--- config.mk ---
export PLATFORM = sky130hd
export DESIGN_NAME = writeback_unit
export DESIGN_NICKNAME = d
export VERILOG_FILES = /design/src/rtl/wb_pkg.sv /design/src/rtl/wb_scoreboard.sv /design/src/rtl/writeback_unit.sv
export SDC_FILE = /design/constraint.sdc
export NUM_CORES = 1
export LEC_CHECK = 0
export ABC_AREA = 1
export CORE_ASPECT_RATIO = 1.25
export CORE_MARGIN = 2
export CORE_UTILIZATION = 35
export DETAILED_ROUTE_END_ITERATION = 10
export PLACE_DENSITY = 0.63
export SLEW_MARGIN = 25
export SYNTH_ARGS = -nofsm -noshare
export SYNTH_HDL_FRONTEND = slang
export SYNTH_SLANG_ARGS = --single-unit
--- constraint.sdc ---
create_clock -name clk -period 4.16 [get_ports clk]
set_clock_uncertainty 0.05 [all_clocks]
set_input_delay 1.04 -clock clk [delete_from_list [all_inputs] [get_ports clk]]
set_output_delay 1.04 -clock clk [all_outputs]
set_load 0.03 [all_outputs]
--- src/rtl/wb_pkg.sv ---
// Shared definitions for the writeback unit: default widths and arbitration states.
package wb_pkg;

  localparam int DEFAULT_XLEN         = 32;
  localparam int DEFAULT_STARVE_LIMIT = 4;
  localparam int NUM_REGS             = 32;

  // Which source wins when both offer a result in the same cycle.
  typedef enum logic {
    PRIO_MEM = 1'b0,
    PRIO_ALU = 1'b1
  } arb_state_t;

endpackage

--- src/rtl/wb_scoreboard.sv ---
// Pending-destination scoreboard: tracks registers awaiting a long-latency result.
module wb_scoreboard
  import wb_pkg::*;
(
  input  logic       clk,
  input  logic       rst,
  input  logic       set_valid,
  input  logic [4:0] set_rd,
  input  logic       clr_valid,
  input  logic [4:0] clr_rd,
  input  logic [4:0] rs1,
  input  logic [4:0] rs2,
  output logic       hazard
);

  logic [NUM_REGS-1:0] busy_reg;
  logic [NUM_REGS-1:0] busy_next;

  // Per-register update; x0 is hardwired idle, and a set beats a same-cycle clear.
  for (genvar gi = 0; gi < NUM_REGS; gi++) begin : g_busy
    if (gi == 0) begin : g_zero
      assign busy_next[gi] = 1'b0;
    end else begin : g_bit
      assign busy_next[gi] = (set_valid && (set_rd == 5'(gi))) ? 1'b1 :
                             (clr_valid && (clr_rd == 5'(gi))) ? 1'b0 :
                             busy_reg[gi];
    end
  end

  // Busy vector register.
  always_ff @(posedge clk) begin
    if (!rst) begin
      busy_reg <= '0;
    end else begin
      busy_reg <= busy_next;
    end
  end

  assign hazard = busy_reg[rs1] | busy_reg[rs2];

endmodule

--- src/rtl/writeback_unit.sv ---
// Writeback arbiter: merges ALU and memory results into one register-file write
// port, with starvation protection for the ALU and a pending-load scoreboard.
module writeback_unit
  import wb_pkg::*;
#(
  parameter int XLEN         = DEFAULT_XLEN,
  parameter int STARVE_LIMIT = DEFAULT_STARVE_LIMIT
) (
  input  logic            clk,
  input  logic            rst,
  input  logic            alu_valid,
  input  logic [4:0]      alu_rd,
  input  logic [XLEN-1:0] alu_data,
  output logic            alu_ready,
  input  logic            mem_valid,
  input  logic [4:0]      mem_rd,
  input  logic [XLEN-1:0] mem_data,
  output logic            mem_ready,
  input  logic            issue_valid,
  input  logic [4:0]      issue_rd,
  input  logic [4:0]      rs1,
  input  logic [4:0]      rs2,
  output logic            hazard,
  output logic            RegWrite,
  output logic [4:0]      WriteReg,
  output logic [XLEN-1:0] WriteData,
  output logic            fwd_valid,
  output logic [4:0]      fwd_rd,
  output logic [XLEN-1:0] fwd_data
);

  localparam int CW = $clog2(STARVE_LIMIT + 1);

  arb_state_t      state_reg, state_next;
  logic [CW-1:0]   starve_cnt_reg, starve_cnt_next;
  logic            wr_en_reg;
  logic [4:0]      wr_rd_reg;
  logic [XLEN-1:0] wr_data_reg;
  logic            alu_acc, mem_acc, alu_denied;

  assign alu_acc    = alu_valid && alu_ready;
  assign mem_acc    = mem_valid && mem_ready;
  assign alu_denied = alu_valid && !alu_ready;

  // Grant logic: the priority source is always ready, the other only when the
  // priority source is idle. Nothing is granted while reset is held.
  always_comb begin
    alu_ready = 1'b0;
    mem_ready = 1'b0;
    if (rst) begin
      case (state_reg)
        PRIO_MEM: begin
          mem_ready = 1'b1;
          alu_ready = !mem_valid;
        end
        PRIO_ALU: begin
          alu_ready = 1'b1;
          mem_ready = !alu_valid;
        end
        default: begin
          mem_ready = 1'b1;
          alu_ready = !mem_valid;
        end
      endcase
    end
  end

  // Next-state and starvation counter: hand priority to the ALU on the denial
  // that brings the count to the limit, so the ALU wins the very next cycle.
  always_comb begin
    state_next      = state_reg;
    starve_cnt_next = starve_cnt_reg;
    if (alu_acc) begin
      starve_cnt_next = '0;
    end else if (alu_denied) begin
      starve_cnt_next = starve_cnt_reg + 1'b1;
    end
    case (state_reg)
      PRIO_MEM: begin
        if (alu_denied && (starve_cnt_reg + 1'b1 == CW'(STARVE_LIMIT))) begin
          state_next      = PRIO_ALU;
          starve_cnt_next = '0;
        end
      end
      PRIO_ALU: begin
        if (alu_acc) begin
          state_next = PRIO_MEM;
        end
      end
      default: state_next = PRIO_MEM;
    endcase
  end

  // State, counter and registered write port; x0 results are consumed silently.
  always_ff @(posedge clk) begin
    if (!rst) begin
      state_reg      <= PRIO_MEM;
      starve_cnt_reg <= '0;
      wr_en_reg      <= 1'b0;
      wr_rd_reg      <= '0;
      wr_data_reg    <= '0;
    end else begin
      state_reg      <= state_next;
      starve_cnt_reg <= starve_cnt_next;
      wr_en_reg      <= (alu_acc && (alu_rd != 5'd0)) || (mem_acc && (mem_rd != 5'd0));
      if (alu_acc) begin
        wr_rd_reg   <= alu_rd;
        wr_data_reg <= alu_data;
      end else if (mem_acc) begin
        wr_rd_reg   <= mem_rd;
        wr_data_reg <= mem_data;
      end
    end
  end

  assign RegWrite  = wr_en_reg;
  assign WriteReg  = wr_rd_reg;
  assign WriteData = wr_data_reg;
  assign fwd_valid = wr_en_reg;
  assign fwd_rd    = wr_rd_reg;
  assign fwd_data  = wr_data_reg;

  // Only accepted memory results retire pending destinations.
  wb_scoreboard u_scoreboard (
    .clk       (clk),
    .rst       (rst),
    .set_valid (issue_valid),
    .set_rd    (issue_rd),
    .clr_valid (mem_acc),
    .clr_rd    (mem_rd),
    .rs1       (rs1),
    .rs2       (rs2),
    .hazard    (hazard)
  );

endmodule

==> results of run 1 <==
## worst reg2reg max path: stages (launching register included)
cell	delay [ns]
dfxtp_1	0.35
inv_2	0.07
nand2_2	0.05
nand2_4	0.10
nor2_8	0.04
inv_4	0.35
nand2_8	0.29
inv_4	0.37
nand2_1	0.11
a21oi_1	0.16
## stage by stage
step	util, %	total power, mW	worst slack, ns	instances	cell area (sq um)
final	50.73	2.199	0.3830	966	6365
after global routing	50.73	2.281	0.2109	966	6365
after CTS	50.68	2.214	0.003318	966	6359
after detailed placement	47.78	1.286	0.006512	950	5995
after global placement	47.78	1.283	0.08978	950	5995
after floorplan	-	1.079	0.9841	674	4454
## cells in the mapped netlist
master / count / share of area, %
nand3_1: 65 / 7.3
a21oi_1: 70 / 7.9
o21a_1: 1 / 0.17
clkbuf_2: 1 / 0.11
nand2_1: 183 / 15
inv_1: 48 / 4.0
buf_4: 38 / 6.4
nand2_2: 1 / 0.14
ha_1: 2 / 0.56
o211ai_1: 33 / 5.6
dfxtp_1: 73 / 33
nor3_1: 2 / 0.22
clkbuf_1: 14 / 1.2
inv_4: 2 / 0.28
o31ai_1: 1 / 0.17
xor2_1: 2 / 0.39
nor2_8: 1 / 0.45
clkinv_1: 2 / 0.17
buf_6: 5 / 1.3
nand2_8: 1 / 0.45
nor3b_1: 1 / 0.17
o21ai_0: 18 / 2.0
buf_2: 16 / 1.8
a21oi_4: 1 / 0.37
o21ai_1: 17 / 1.9
nor2_1: 36 / 3.0
or2_2: 36 / 5.1
nand2_4: 2 / 0.51
inv_2: 2 / 0.17
## kinds of logic (layout without fill, tap and decap cells)
kind of cell / after synthesis / after routing / share of synthesized area, %
compound gates: 141 / 141 / 18.06
flops: 73 / 73 / 32.81
xor+xnor: 2 / 2 / 0.3933
buf+inv: 128 / 252 / 15.42
simple gates: 328 / 328 / 32.75
fa+ha+maj: 2 / 2 / 0.5617
## final cells by class
class / count / area (sq um) / area share [%]
multi-input combinational: 473 / 2306 / 36.23
timing repair buffer: 182 / 1812 / 28.46
sequential: 73 / 1461 / 22.96
clock buffer: 12 / 266.5 / 4.187
inverter: 54 / 211.5 / 3.322
tap: 168 / 210.2 / 3.303
clock inverter: 4 / 97.59 / 1.533
## power by group through the flow
stage	registers, mW	logic [mW]	clock network [mW]
global route	0.763	0.549	0.969
CTS	0.760	0.514	0.940
floorplan	0.816	0.263	0
detailed placement	0.774	0.512	0
finish	0.759	0.512	0.928
global placement	0.773	0.510	0
## routing by layer
metal	GRT usage (%)	vias to the layer above	wire (um)
met4	12.16	0	560
met3	5.045	29	1045
met5	0	-	0
li1	-	2399	-
met2	40.60	196	7987
met1	23.98	2180	5950
## final timing paths
check | startpoint | to | slack, ns | depth (start not counted)
worst max-delay path | rs2[0] | hazard | 0.38 | 10
worst min-delay path | u_scoreboard.busy_reg[4]$_SDFFE_PN0P_ | u_scoreboard.busy_reg[4]$_SDFFE_PN0P_ | 0.43 | 2
worst max register to register | state_reg$_SDFF_PN0_ | WriteData[5]$_SDFFE_PN0P_ | 2.14 | 9
worst min register to register | u_scoreboard.busy_reg[4]$_SDFFE_PN0P_ | u_scoreboard.busy_reg[4]$_SDFFE_PN0P_ | 0.43 | 2
## what timing repair did
item / in CTS / in global routing
endpoints found under the setup margin: 0 / 1
setup buffers: 0 / 0
hold endpoints to repair: 0 / 0
resized for setup: 0 / 2
## cells in the final DEF, fill, tap and decap left out, drive strengths merged
master         netlist  routed
nand2              187     187
clkdlybuf4s50        0     171
dfxtp               73      73
a21oi               71      71
nand3               65      65
inv                 52      51
nor2                37      37
or2                 36      36
o21ai               35      35
o211ai              33      33
clkbuf              15      12
buf                 59      10
bufinv               0       3
clkinvlp             0       2
xor2                 2       2
nor3                 2       2
clkinv               2       2
ha                   2       2
o21a                 1       1
o31ai                1       1
nor3b                1       1
dlymetal6s2s         0       1
==> flow_summary_export.csv, run 1 <==
group,metric,value,unit
yosys,syn_avg_cell_area,6.609,sq um
floorplan,die_y,130.1,um
power,seq_power_share,34.5,%
status,status,"finished clean",
timing,hold_slack,0.4314,ns
floorplan,rows,46,
power,ir_drop,0.1909,mV
power,p_switching,0.6020,mW
finish,num_antenna_cells,0,
detailed_routing,vias_per_cell,4.973,
setup_path,startpoint_type,"input port",
timing,layout_min_cycle_time,3.777,ns
detailed_routing,drtAntennaViolNets,0,
timing,timing.fmax,0.2648,GHz
power,p_int,1.597,mW
setup_path,crit_top_cell,"nand3_1",
detailed_routing,drt_iter0_drc,219,
place,port_buffers,172,
timing,rsz0062_at_grt,"no",
timing,setup_viol,0,
setup_path,worstSetupPathType,"in -> out",
finish,layout-drive-gt1-share,9.148,%
setup_path,worst_ep_arrival_time,2.69,ns
yosys,netlist_area,4454,sq um
finish,nFillCells,1297,
yosys,yosys.cell_types.count,29,
timing,worst_slew_pin_slew,0.7248,ns
place,dp_hpwl,11680,um
timing,drv_slew,0,
floorplan,start_util,35.50,%
timing,period_share,90.79,%
yosys,syn_inst,674,
clocking,cts_sinks,73,
finish,largest_register_ffs,32,
setup_path,slowest_delay,0.52,ns
yosys,syn_nets,770,
clocking,worst_skew_pair.late_latency,0.33,ns
detailed_routing,drc_errors,0,
floorplan,die_w,104.9,um
global_routing,grt_pass1_vias,4664,
clocking,htree_levels,3,
timing,finalHoldViolations,0,
setup_path,worst-path-buf-inv,3,
yosys,yosys_register_bits,73,
finish,final_nets,889,
global_routing,grtUsageTotal,22.27,%
power,power.clock.fraction,42.2,%
global_routing,grt_max_degree,68,
clocking,root_buffer,"clkbuf_16",
detailed_routing,via_count,4804,
power,power_leakage,2.405,nW
finish,syn2layout_area_growth,42.89,%
clocking,path_clk_slew,0.06,ns
clocking,cts_tree,"done",
yosys,seq_area_frac_synth,32.81,%
floorplan,io_pins,173,
setup_path,crit_required,3.07,ns
global_routing,overflow,0,
floorplan,design.die.area,13650,sq um
setup_path,crit_path_cell_trace,"clkdlybuf4s50_1, clkinvlp_4, nand2_1, nand3_1, nand3_1, nand3_1, nand3_1, nand2_1, nand2_1, dlymetal6s2s_1",
detailed_routing,routedWlPerCell,16.09,um
clocking,cts_buffer_depth,2,
timing,setup_tns,0,ns
power,power_frac_comb,23.3,%
floorplan,core-area,12550,sq um
yosys,yosys_warnings,0,
detailed_routing,routed_wl,15540,um
clocking,hold_buffers,0,
clocking,cts_buffers,9,
setup_path,worstPathMaxFanout,15,
detailed_routing,drtPass1Iterations,5,
setup_path,worst_path_max_delay_cell,"clkdlybuf4s50_1",
job,maxCapViolCount,0,
power,switching_share,27.37,%
setup_path,cpLargestDelayFamily,"buffers and inverters",
global_routing,antenna_found_initial,0,
setup_path,cp-end-kind,"primary output",
global_routing,grt_pass1_wl,23860,um
worst_hold_path,worstHoldPathType,"reg -> reg",
place,place_congestion,0.9252,
timing,relSlewSlack,51.68,%
power,power_density,345.6,nW/um^2
(Power assumes the default switching activity.)
==> inputs of run 2 (changes only) <==
- SKIP_LAST_GASP: not set -> 1
==> results of run 2 <==
No change in the layout: final DEF, timing and power equal those of run 1.
==> inputs of run 3 (changes only) <==
- CTS_CLUSTER_DIAMETER: not set -> 200
- SKIP_LAST_GASP: 1 -> not set
==> results of run 3 <==
No change in the layout: final DEF, timing and power equal those of run 1.
==> edit: new RTL, flow settings as in run 3 <==
Reset style: asynchronous (`rst`), changed in 2 clocked blocks.
--- a/src/rtl/wb_scoreboard.sv
+++ b/src/rtl/wb_scoreboard.sv
@@ -29,5 +29,5 @@
 
   // Busy vector register.
-  always_ff @(posedge clk) begin
+  always_ff @(posedge clk or negedge rst) begin
     if (!rst) begin
       busy_reg <= '0;
--- a/src/rtl/writeback_unit.sv
+++ b/src/rtl/writeback_unit.sv
@@ -93,5 +93,5 @@
 
   // State, counter and registered write port; x0 results are consumed silently.
-  always_ff @(posedge clk) begin
+  always_ff @(posedge clk or negedge rst) begin
     if (!rst) begin
       state_reg      <= PRIO_MEM;
Function: differs if rst is asserted again (counterexample within 4 cycles, from zero or initial values and one cycle with rst low); with rst held inactive, the same outputs for 4 cycles.
==> edit against run 3 <==
Final area down 1.6%; worst hold slack better by 8.8 ps; wire length rose by 4.4%; highest routed layer is now met5; area after synthesis decreased by 0.42%; largest cell class unchanged; sequential cell count unchanged; worst setup slack improved by 64 ps.
Power is not compared: it rests on default switching activity, and its combinational part moved more than twofold at a synthesized area within 25%.
==> edit: results <==
set metrics [dict create \
    status "finished clean" \
    wl_met2_um 8430 \
    ys_warn_count 0 \
    yosys.cell_types.count 27 \
    slowest_delay_ps 450 \
    cts_setup_buffers 0 \
    path_clk_slew_ps 50 \
    cts_htree_levels 3 \
    cts_resized 0 \
    drtIter0Drc 321 \
    met1Wirelength_um 5920 \
    ys_top_cells_by_area "dfrtp_1, nand2_1, nand3_1" \
    async_flop_share 1.00 \
    cp.arrival_ps 2620 \
    gp_congestion 0.946 \
    synth_nets 733 \
    largest_reg_flops 32 \
    ys_top_cells_by_count "nand2_1, nand3_1, dfrtp_1" \
    clockBufferDepth 2 \
    cts_made_buffers 9 \
    grt.total_usage 0.244 \
    grt.overflow.total 0 \
    grt_pass1_wl_um 25500 \
    fillCellCount 1334 \
    drive_gt1_frac 0.0380 \
    p_leak_nw 2.84 \
    clock-root-buffer "clkbuf_16" \
    crit_fanout 15 \
    grt_pass1_vias 4844 \
    grt_max_degree 76 \
    synth-seq-area-share 0.412 \
    portBuffers 172 \
    relSlewSlack 0.534 \
    dr.pass1.iters 6 \
    hold_path_class "register to register" \
    top_layer_used "met5" \
    dominantRegCellSynth "dfrtp_1" \
    via_count 4682 \
    crit_path_top_delay_cell "clkdlybuf4s50_1" \
    wl_met3_um 1240 \
    grt_antenna_before_repair 2 \
    peakVddDrop_uv 269 \
    syn_area_sq_um 4440 \
    routed_wl_um 16200 \
    final_net_count 857 \
    post-dp-hpwl_um 12500 \
]
## edit: worst max-delay path, delay by kind of cell
kind	cells	cell delay (ps)
buf+inv	3	940
simple gates	8	640
## edit: cell families (layout without fill, tap and decap cells)
group           after synthesis  count (layout)  share of synthesized area
compound gates              109             109                      0.126
xor+xnor                      1               1                    0.00197
fa+ha+maj                     2               2                    0.00564
buf+inv                     122             249                      0.141
flops                        73              73                      0.412
mux                           1               1                    0.00226
other cells                   0               1                          0
simple gates                329             329                      0.311
## edit: worst paths after layout
| kind | slack [ps] | start | endpoint | cells after the start |
|---|---|---|---|---|
| setup / recovery | 450 | rs2[0] | hazard | 11 |
| hold / removal | 440 | u_scoreboard.busy_reg[6]$_DFFE_PN0P_ | u_scoreboard.busy_reg[6]$_DFFE_PN0P_ | 2 |
| setup reg to reg | 2130 | state_reg$_DFF_PN0_ | u_scoreboard.busy_reg[16]$_DFFE_PN0P_ | 7 |
| hold reg to reg | 440 | u_scoreboard.busy_reg[6]$_DFFE_PN0P_ | u_scoreboard.busy_reg[6]$_DFFE_PN0P_ | 2 |
| max in group asynchronous | 2540 | rst | WriteReg[3]$_DFFE_PN0P_ | 2 |
| min in group asynchronous | 550 | rst | WriteData[4]$_DFFE_PN0P_ | 1 |
## edit: per-stage QoR
step,power (mW),std cells,util,instance area (sq um),setup WS [ps]
after floorplan,1.67,637,-,4440,984
after global placement,2.12,918,0.478,6000,443
after detailed placement,2.13,918,0.478,6000,438
after CTS,2.83,932,0.499,6260,429
after global routing,2.97,932,0.499,6260,242
final,2.81,933,0.499,6260,447
## edit: final cells by class
cell class                 instances  area share
timing repair buffer             179       0.282
tap                              168      0.0336
clock buffer                      14      0.0421
multi-input combinational        442       0.316
inverter                          56      0.0336
sequential                        73       0.292
antenna                            1    0.000399
## edit: metal layers
metal / track usage / vias up
met1: 0.261 / 2156
met5: 0 / -
met4: 0.121 / 2
met3: 0.0619 / 39
met2: 0.449 / 222
li1: - / 2263
## edit: report_power, final
group / switching [mW] / total (mW) / internal (mW)
Sequential: 0.169 / 1.03 / 0.864
Clock: 0.267 / 0.697 / 0.430
Combinational: 0.632 / 1.08 / 0.452
Total: 1.07 / 2.81 / 1.75
